**src/rtl/memory_store_writer.sv**
```systemverilog
// Store-side RAM writer: queues 1/2/4-byte stores and serialises each into
// little-endian single-byte writes on the arbitrated RAM port.
module memory_store_writer #(
    parameter int unsigned QUEUE_DEPTH = 4,
    parameter logic [31:0] IO_BASE     = 32'h00030000
) (
    input  logic        clk,
    input  logic        rst,
    input  logic        en,
    input  logic        req_valid,
    input  logic [31:0] req_addr,
    input  logic [31:0] req_data,
    input  logic [1:0]  req_mode,
    output logic        req_ready,
    input  logic        grant,
    input  logic        io_buffer_full,
    output logic        ram_en,
    output logic        ram_wr,
    output logic [31:0] ram_addr,
    output logic [7:0]  ram_dout,
    output logic        done,
    output logic        busy,
    output logic [2:0]  pending
);

    localparam int unsigned PtrW = (QUEUE_DEPTH > 1) ? $clog2(QUEUE_DEPTH) : 1;
    localparam int unsigned CntW = PtrW + 1;

    typedef enum logic {StIdle, StWrite} state_e;

    state_e state_q, state_d;

    logic [31:0] q_addr   [QUEUE_DEPTH];
    logic [31:0] q_data   [QUEUE_DEPTH];
    logic [2:0]  q_nbytes [QUEUE_DEPTH];

    logic [PtrW-1:0] wr_ptr_q, rd_ptr_q;
    logic [CntW-1:0] count_q, count_d;

    logic [31:0] cur_addr_q, cur_data_q, data_shift;
    logic [2:0]  cur_nbytes_q;
    logic [1:0]  idx_q, idx_d;

    logic        push, load, stall, in_write;
    logic [2:0]  push_nbytes;
    logic [CntW:0] pending_sum;

    assign req_ready = (count_q < CntW'(QUEUE_DEPTH));
    assign push      = en && req_valid && req_ready;

    always_comb begin
        unique case (req_mode)
            2'd0:    push_nbytes = 3'd1;
            2'd1:    push_nbytes = 3'd2;
            default: push_nbytes = 3'd4;
        endcase
    end

    // Storage needs no reset; validity is tracked by count_q alone.
    always_ff @(posedge clk) begin
        if (push) begin
            q_addr[wr_ptr_q]   <= req_addr;
            q_data[wr_ptr_q]   <= req_data;
            q_nbytes[wr_ptr_q] <= push_nbytes;
        end
    end

    always_comb begin
        count_d = count_q;
        unique case ({push, load})
            2'b10:   count_d = count_q + CntW'(1);
            2'b01:   count_d = count_q - CntW'(1);
            default: count_d = count_q;
        endcase
    end

    always_ff @(posedge clk or negedge rst) begin
        if (!rst) begin
            wr_ptr_q <= '0;
            rd_ptr_q <= '0;
            count_q  <= '0;
        end else begin
            if (push) wr_ptr_q <= wr_ptr_q + PtrW'(1);
            if (load) rd_ptr_q <= rd_ptr_q + PtrW'(1);
            count_q <= count_d;
        end
    end

    // IO-ness is judged on the store's base address, not per byte.
    assign stall      = (cur_addr_q >= IO_BASE) && io_buffer_full;
    assign data_shift = cur_data_q >> {idx_q, 3'b000};

    always_comb begin
        state_d  = state_q;
        idx_d    = idx_q;
        load     = 1'b0;
        done     = 1'b0;
        ram_en   = 1'b0;
        ram_addr = 32'h0;
        ram_dout = 8'h0;
        unique case (state_q)
            StIdle: begin
                if (en && (count_q != '0) && grant) begin
                    load    = 1'b1;
                    idx_d   = 2'd0;
                    state_d = StWrite;
                end
            end
            StWrite: begin
                ram_addr = cur_addr_q + {30'b0, idx_q};
                ram_dout = data_shift[7:0];
                if (en && grant && !stall) begin
                    ram_en = 1'b1;
                    if ({1'b0, idx_q} == (cur_nbytes_q - 3'd1)) begin
                        done    = 1'b1;
                        idx_d   = 2'd0;
                        state_d = StIdle;
                    end else begin
                        idx_d = idx_q + 2'd1;
                    end
                end
            end
            default: state_d = StIdle;
        endcase
    end

    assign ram_wr = ram_en;

    always_ff @(posedge clk or negedge rst) begin
        if (!rst) begin
            state_q      <= StIdle;
            idx_q        <= 2'd0;
            cur_addr_q   <= 32'h0;
            cur_data_q   <= 32'h0;
            cur_nbytes_q <= 3'd0;
        end else begin
            state_q <= state_d;
            idx_q   <= idx_d;
            if (load) begin
                cur_addr_q   <= q_addr[rd_ptr_q];
                cur_data_q   <= q_data[rd_ptr_q];
                cur_nbytes_q <= q_nbytes[rd_ptr_q];
            end
        end
    end

    assign in_write    = (state_q == StWrite);
    assign pending_sum = {1'b0, count_q} + {{CntW{1'b0}}, in_write};
    assign pending     = (pending_sum > (CntW + 1)'(7)) ? 3'd7 : pending_sum[2:0];
    assign busy        = (pending != 3'd0);

endmodule

```
**config.mk**
```make
export PLATFORM = sky130hd
export DESIGN_NAME = memory_store_writer
export DESIGN_NICKNAME = d
export VERILOG_FILES = /design/src/rtl/memory_store_writer.sv
export SDC_FILE = /design/constraint.sdc
export NUM_CORES = 1
export LEC_CHECK = 0
export ABC_AREA = 1
export CAP_MARGIN = 20
export CORE_UTILIZATION = 52
export DETAILED_ROUTE_END_ITERATION = 10
export GPL_ROUTABILITY_DRIVEN = 0
export PLACE_DENSITY_LB_ADDON = 0.05
export RECOVER_POWER = 25
export SLEW_MARGIN = 15
export SYNTH_ARGS = -nofsm -noshare
export SYNTH_HDL_FRONTEND = slang
export SYNTH_SLANG_ARGS = --single-unit
```
**constraint.sdc**
```tcl
create_clock -name clk -period 4.3 [get_ports clk]
set_input_delay 0.645 -clock clk [delete_from_list [all_inputs] [get_ports clk]]
set_output_delay 0.645 -clock clk [all_outputs]
set_load 0.005 [all_outputs]
```
# Word level (Yosys, flattened, before mapping)
# Memories as Yosys holds them, arrays and structs flattened. A register that Yosys moved wholly into a read port is not among the register bits.
# Cells that the tools add are included.
# classes
n_lt_le_gt_ge	3
bitwise	1
mux	21
n_addsub	8
n_reduce_logical	16
eq_ne	6
n_shift	1
# op_table
cell	n
32-bit by 2-bit adder with 32-bit output	1
32-bit by 18-bit >= comparator with 1-bit output, second input constant	1
32-bit two-way mux	1
32-bit by 5-bit right shift with 8-bit output	1
3-bit case mux with 2 select lines	2
1-bit two-way mux	11
8-bit two-way mux	1
1-bit logical AND	7
2-bit by 1-bit adder with 2-bit output, second input constant	3
2-bit two-way mux	3
3-bit nonzero test	2
3-bit by 1-bit subtractor with 3-bit output, second input constant	2
3-bit by 1-bit adder with 4-bit output	1
2-bit by 1-bit == test with 1-bit output, second input constant	2
4-bit by 3-bit > comparator with 1-bit output, second input constant	1
1-bit logical NOT	4
2-bit case mux with 2 select lines	1
3-bit by 1-bit adder with 3-bit output, second input constant	1
2-bit by 3-bit == test with 1-bit output	1
3-bit < comparator, second input constant	1
3-bit two-way mux	1
2-bit == test, second input constant	1
2-bit logical NOT	1
2-bit by 1-bit inequality test with 1-bit output, second input constant	1
5 further kinds	5
# totals
output_inout_bits	48
mem_count	3
register_bits	10
ramBits	268
wordCells	64
# mem_list
memory	depth	width	rd	rd_clocked_by_memory_dff	wr	line	text
q_addr	4	32	1	1	1	33	logic [31:0] q_addr [QUEUE_DEPTH];
q_data	4	32	1	1	1	34	logic [31:0] q_data [QUEUE_DEPTH];
q_nbytes	4	3	1	1	1	35	logic [2:0] q_nbytes [QUEUE_DEPTH];

# Logic depth before layout (Yosys ltp)
# logic_depth
depth_word	7
depth_mapped	12
depth_no_buf	10

# Worst setup path after synthesis
# OpenSTA, ideal clock, no wires.
# synth_path
path_kind	input port to flip-flop
startpoint	input port req_valid
endpoint	memory q_addr[0][0] (enable)
required_time_ns	3.807
arrival_time_ns	3.712
setup_time_ns	0.493
path_slack_ns	0.095
stages	2
cell_sequence	nand3_1 -> nor2_1
# synth_between
elab_chain_len	4
# synth_rtl
item	line	text
from (decl)	10	input logic req_valid,
1-bit logical AND (2 in a row)	49	assign push = en && req_valid && req_ready;
1-bit two-way mux	61	if (push) begin
1-bit two-way mux (implied by the code)	62	q_addr[wr_ptr_q] <= req_addr;
to (decl)	33	
# No other way between the ends.

# Worst setup path after layout
# layout_path
startpoint	register idx_q[1]
endpoint	output port ram_addr[18]
# layout_between
elab_chain_len	2
# layout_rtl
item	line	text
from (decl)	42	logic [1:0] idx_q, idx_d;
from (signal assigned)	138	idx_q <= idx_d;
32-bit by 2-bit adder with 32-bit output	110	ram_addr = cur_addr_q + {30'b0, idx_q};
32-bit two-way mux	101	unique case (state_q)
to (decl)	19	output logic [31:0] ram_addr,
# No other way between the ends.

==> reports/summary.txt <==
status -> complete, no violations
top post-synthesis cells by area -> edfxtp_1 (55%), dfrtp_1 (13%), o21ai_0 (7.0%)
layout cells sized above 1 -> 6.707%
Non-Filler Instances -> 1854
Clk pin slew, worst setup/hold paths -> 60 ps
Place WS -> 1240 ps
routed len/inst -> 17.18 µm
skew final -> 8.096 ps
crit-path max FO -> 14
ANT cells -> 0
CP arrival -> 2920 ps
worst vdd ir -> 0.4665 mV
Max Clock Freq -> 280.2 MHz
CTS root buffer -> clkbuf_16
ys flop type -> edfxtp_1
CP endpoint kind -> output port
Reg2Reg Depth -> 6
cell row count -> 61
RSZ-0062 raised after global routing -> no
Commonest cells post-synth -> edfxtp_1 (268), nor2_1 (248), nand2_1 (227), o21ai_0 (206), dfrtp_1 (77)
Vias/cell -> 5.274
cts repair resizes -> 0
Max-cap violations -> 0
synthesized net count -> 1428
max_slew headroom -> 34.66%
DP Cell Count -> 1790
final net count -> 1534
via count -> 9778
GRT Util Overall -> 22.84%
Die Ht -> 170.0 µm
Hold Crit Class -> input port to asynchronous set/reset pin
post-synthesis sequential area ratio -> 67.99%
placed instance area -> 0.01617 mm²
number of enable flip-flop cells after synthesis -> 268
post-route minimum period -> 3568 ps
port bufs -> 119
required time worst endpoint -> 3650 ps
worst skew pair latency -> 510 ps
routed wire length -> 31850 µm
post-CTS setup buffers -> 0
CTS H-Tree Depth -> 2
antenna violations before repair -> 0
Critical Path Start Type -> flop
Final ANT Viol Nets -> 0
worst r2r src -> rd_ptr_q[0]
# IOs -> 120
endpoints failing hold -> 0
#FFs+latches synth -> 345
Finished Cell Area -> 0.01734 mm²
synth unique cells -> 29
# fillers -> 2319
Clock Tree Buf Depth -> 3
Worst R2R End -> cur_data_q[10]
CTS Buf Count -> 36
Synth area leader -> edfxtp_1
# DRC -> 0
Hold Buf Count CTS -> 0
Seq. cell area -> 0.009982 mm²
Yosys top cell area share -> 54.85%
TritonCTS clock tree -> built
number of global-route vias before repair -> 9521
reg2reg setup slack -> 1530 ps
first-pass GRT wire length -> 50510 µm
Final TNS setup -> 0 ps
yosys warns -> 0
WS Path Type -> flop to output port
final setup fails -> 0
Cells after Synth -> 1344
Multi-input gate area -> 0.004084 mm²
Final WS setup -> 731.7 ps
Initial Util -> 52.81%
Slew Viols, Final -> 0
WHS -> 208.0 ps
core box area -> 0.02778 mm²
iteration-0 DRC count of the detailed router -> 773
Die X -> 170.0 µm
largest net degree at the start of global routing -> 95
Mapped Avg Cell Area -> 10.92 µm²
asr flop ratio synth -> 22.32%
Detailed Place HPWL -> 19810 µm
Die ar. -> 0.02889 mm²
GRT overflow -> 0
first-pass iteration count of the detailed router -> 5
clk sinks -> 345
Area Overhead vs Synth -> 18.17%
Cell Area, Synth -> 0.01467 mm²
fin crit share -> 82.98%
top-count cell post-synth -> edfxtp_1
PD cells -> 655.5 mW/mm²
worst slew pin tran -> 980.2 ps
Lkg Pwr -> 6.446 nW
-- final cells by class --
class                           count  area share (%)
Multi-Input combinational cell    856           23.55
Tap cell                          378           2.728
Timing Repair Buffer              135           7.765
Sequential cell                   345           57.57
Clock buffer                       48           5.809
Clock inverter                     16          0.9165
Inverter                           76           1.653
-- stage by stage --
step,utilization (%),total power [mW]
floorplan,-,6.846
global placement,58.21,8.373
detailed placement,58.21,8.423
CTS,62.41,11.47
global route,62.41,12.12
finish,62.41,11.37
-- critical path, stage by stage, from the launching register on --
cell and delay (ps):
dfrtp_1 730, fa_1 380, nand2_2 120, nor2_4 160
nand2_1 90, nor2_2 110, nand3_1 100, nand2_1 80
nand2_1 40, nor2_1 110, clkdlybuf4s50_1 500
-- cells by family after synthesis --
logic type               Yosys count  synth area share [%]
multiplexers                      20                 1.364
AND/OR/NAND/NOR                  520                 14.17
buffers and inverters            143                 4.383
XOR/XNOR                          15                0.8955
AO/OA/AOI/OAI                    289                 10.07
flip-flops                       345                 67.99
adder cells (fa/ha/maj)           12                 1.126
-- layout by cell type, fill, tap and decap left out, types with 3 or more instances in the layout --
cell type / instances
dfrtp_1: 75
buf_12: 3
clkbuf_16: 37
clkbuf_1: 7
nor2_1: 244
nor2_4: 11
dlygate4sd3_1: 36
clkdlybuf4s50_1: 82
bufinv_16: 3
o21ai_1: 27
ha_1: 10
o22ai_1: 20
xor2_1: 12
xnor2_1: 3
a21oi_1: 34
clkbuf_8: 4
edfxtp_1: 268
buf_4: 14
inv_1: 73
nand2_1: 227
o21ai_0: 206
nand2_2: 5
clkinv_2: 10
mux2i_1: 20
nand3_1: 25
-- registers in the layout, summed over array words and instances (netlist names) --
signal and flops:
count_q 3, cur_addr_q 32, cur_data_q 32, cur_nbytes_q 3, idx_q 2, in_write 1, q_addr 128, q_data 128
q_nbytes 12, rd_ptr_q 2, wr_ptr_q 2
-- routing by layer --
metal	up-vias	share of wire (%)	track usage [%]	routed length, µm
li1	4799	-	-	-
met1	4667	45	30.83	14300
met2	273	48	38.74	15440
met3	39	4.9	3.419	1551
met4	0	1.8	6.110	560
met5	-	0	0	0
-- worst max path at each step --
stage / to / startpoint / depth (start not counted)
after floorplan: q_addr[0][0] / req_valid / 2
after CTS: ram_addr[28] / idx_q[1] / 10
after detailed placement: ram_addr[28] / idx_q[1] / 10
after global routing: ram_addr[18] / idx_q[1] / 10
after global placement: done / en / 6
final: ram_addr[18] / idx_q[1] / 10
-- power by group --
group	leakage, nW	switching, mW	total, mW	internal [mW]
clock	0.578	1.21	3.04	1.83
combinational	2.53	2.06	3.62	1.56
sequential	3.34	0.607	4.71	4.10
total	6.45	3.88	11.4	7.49
Power figures use the tool's default switching activity.
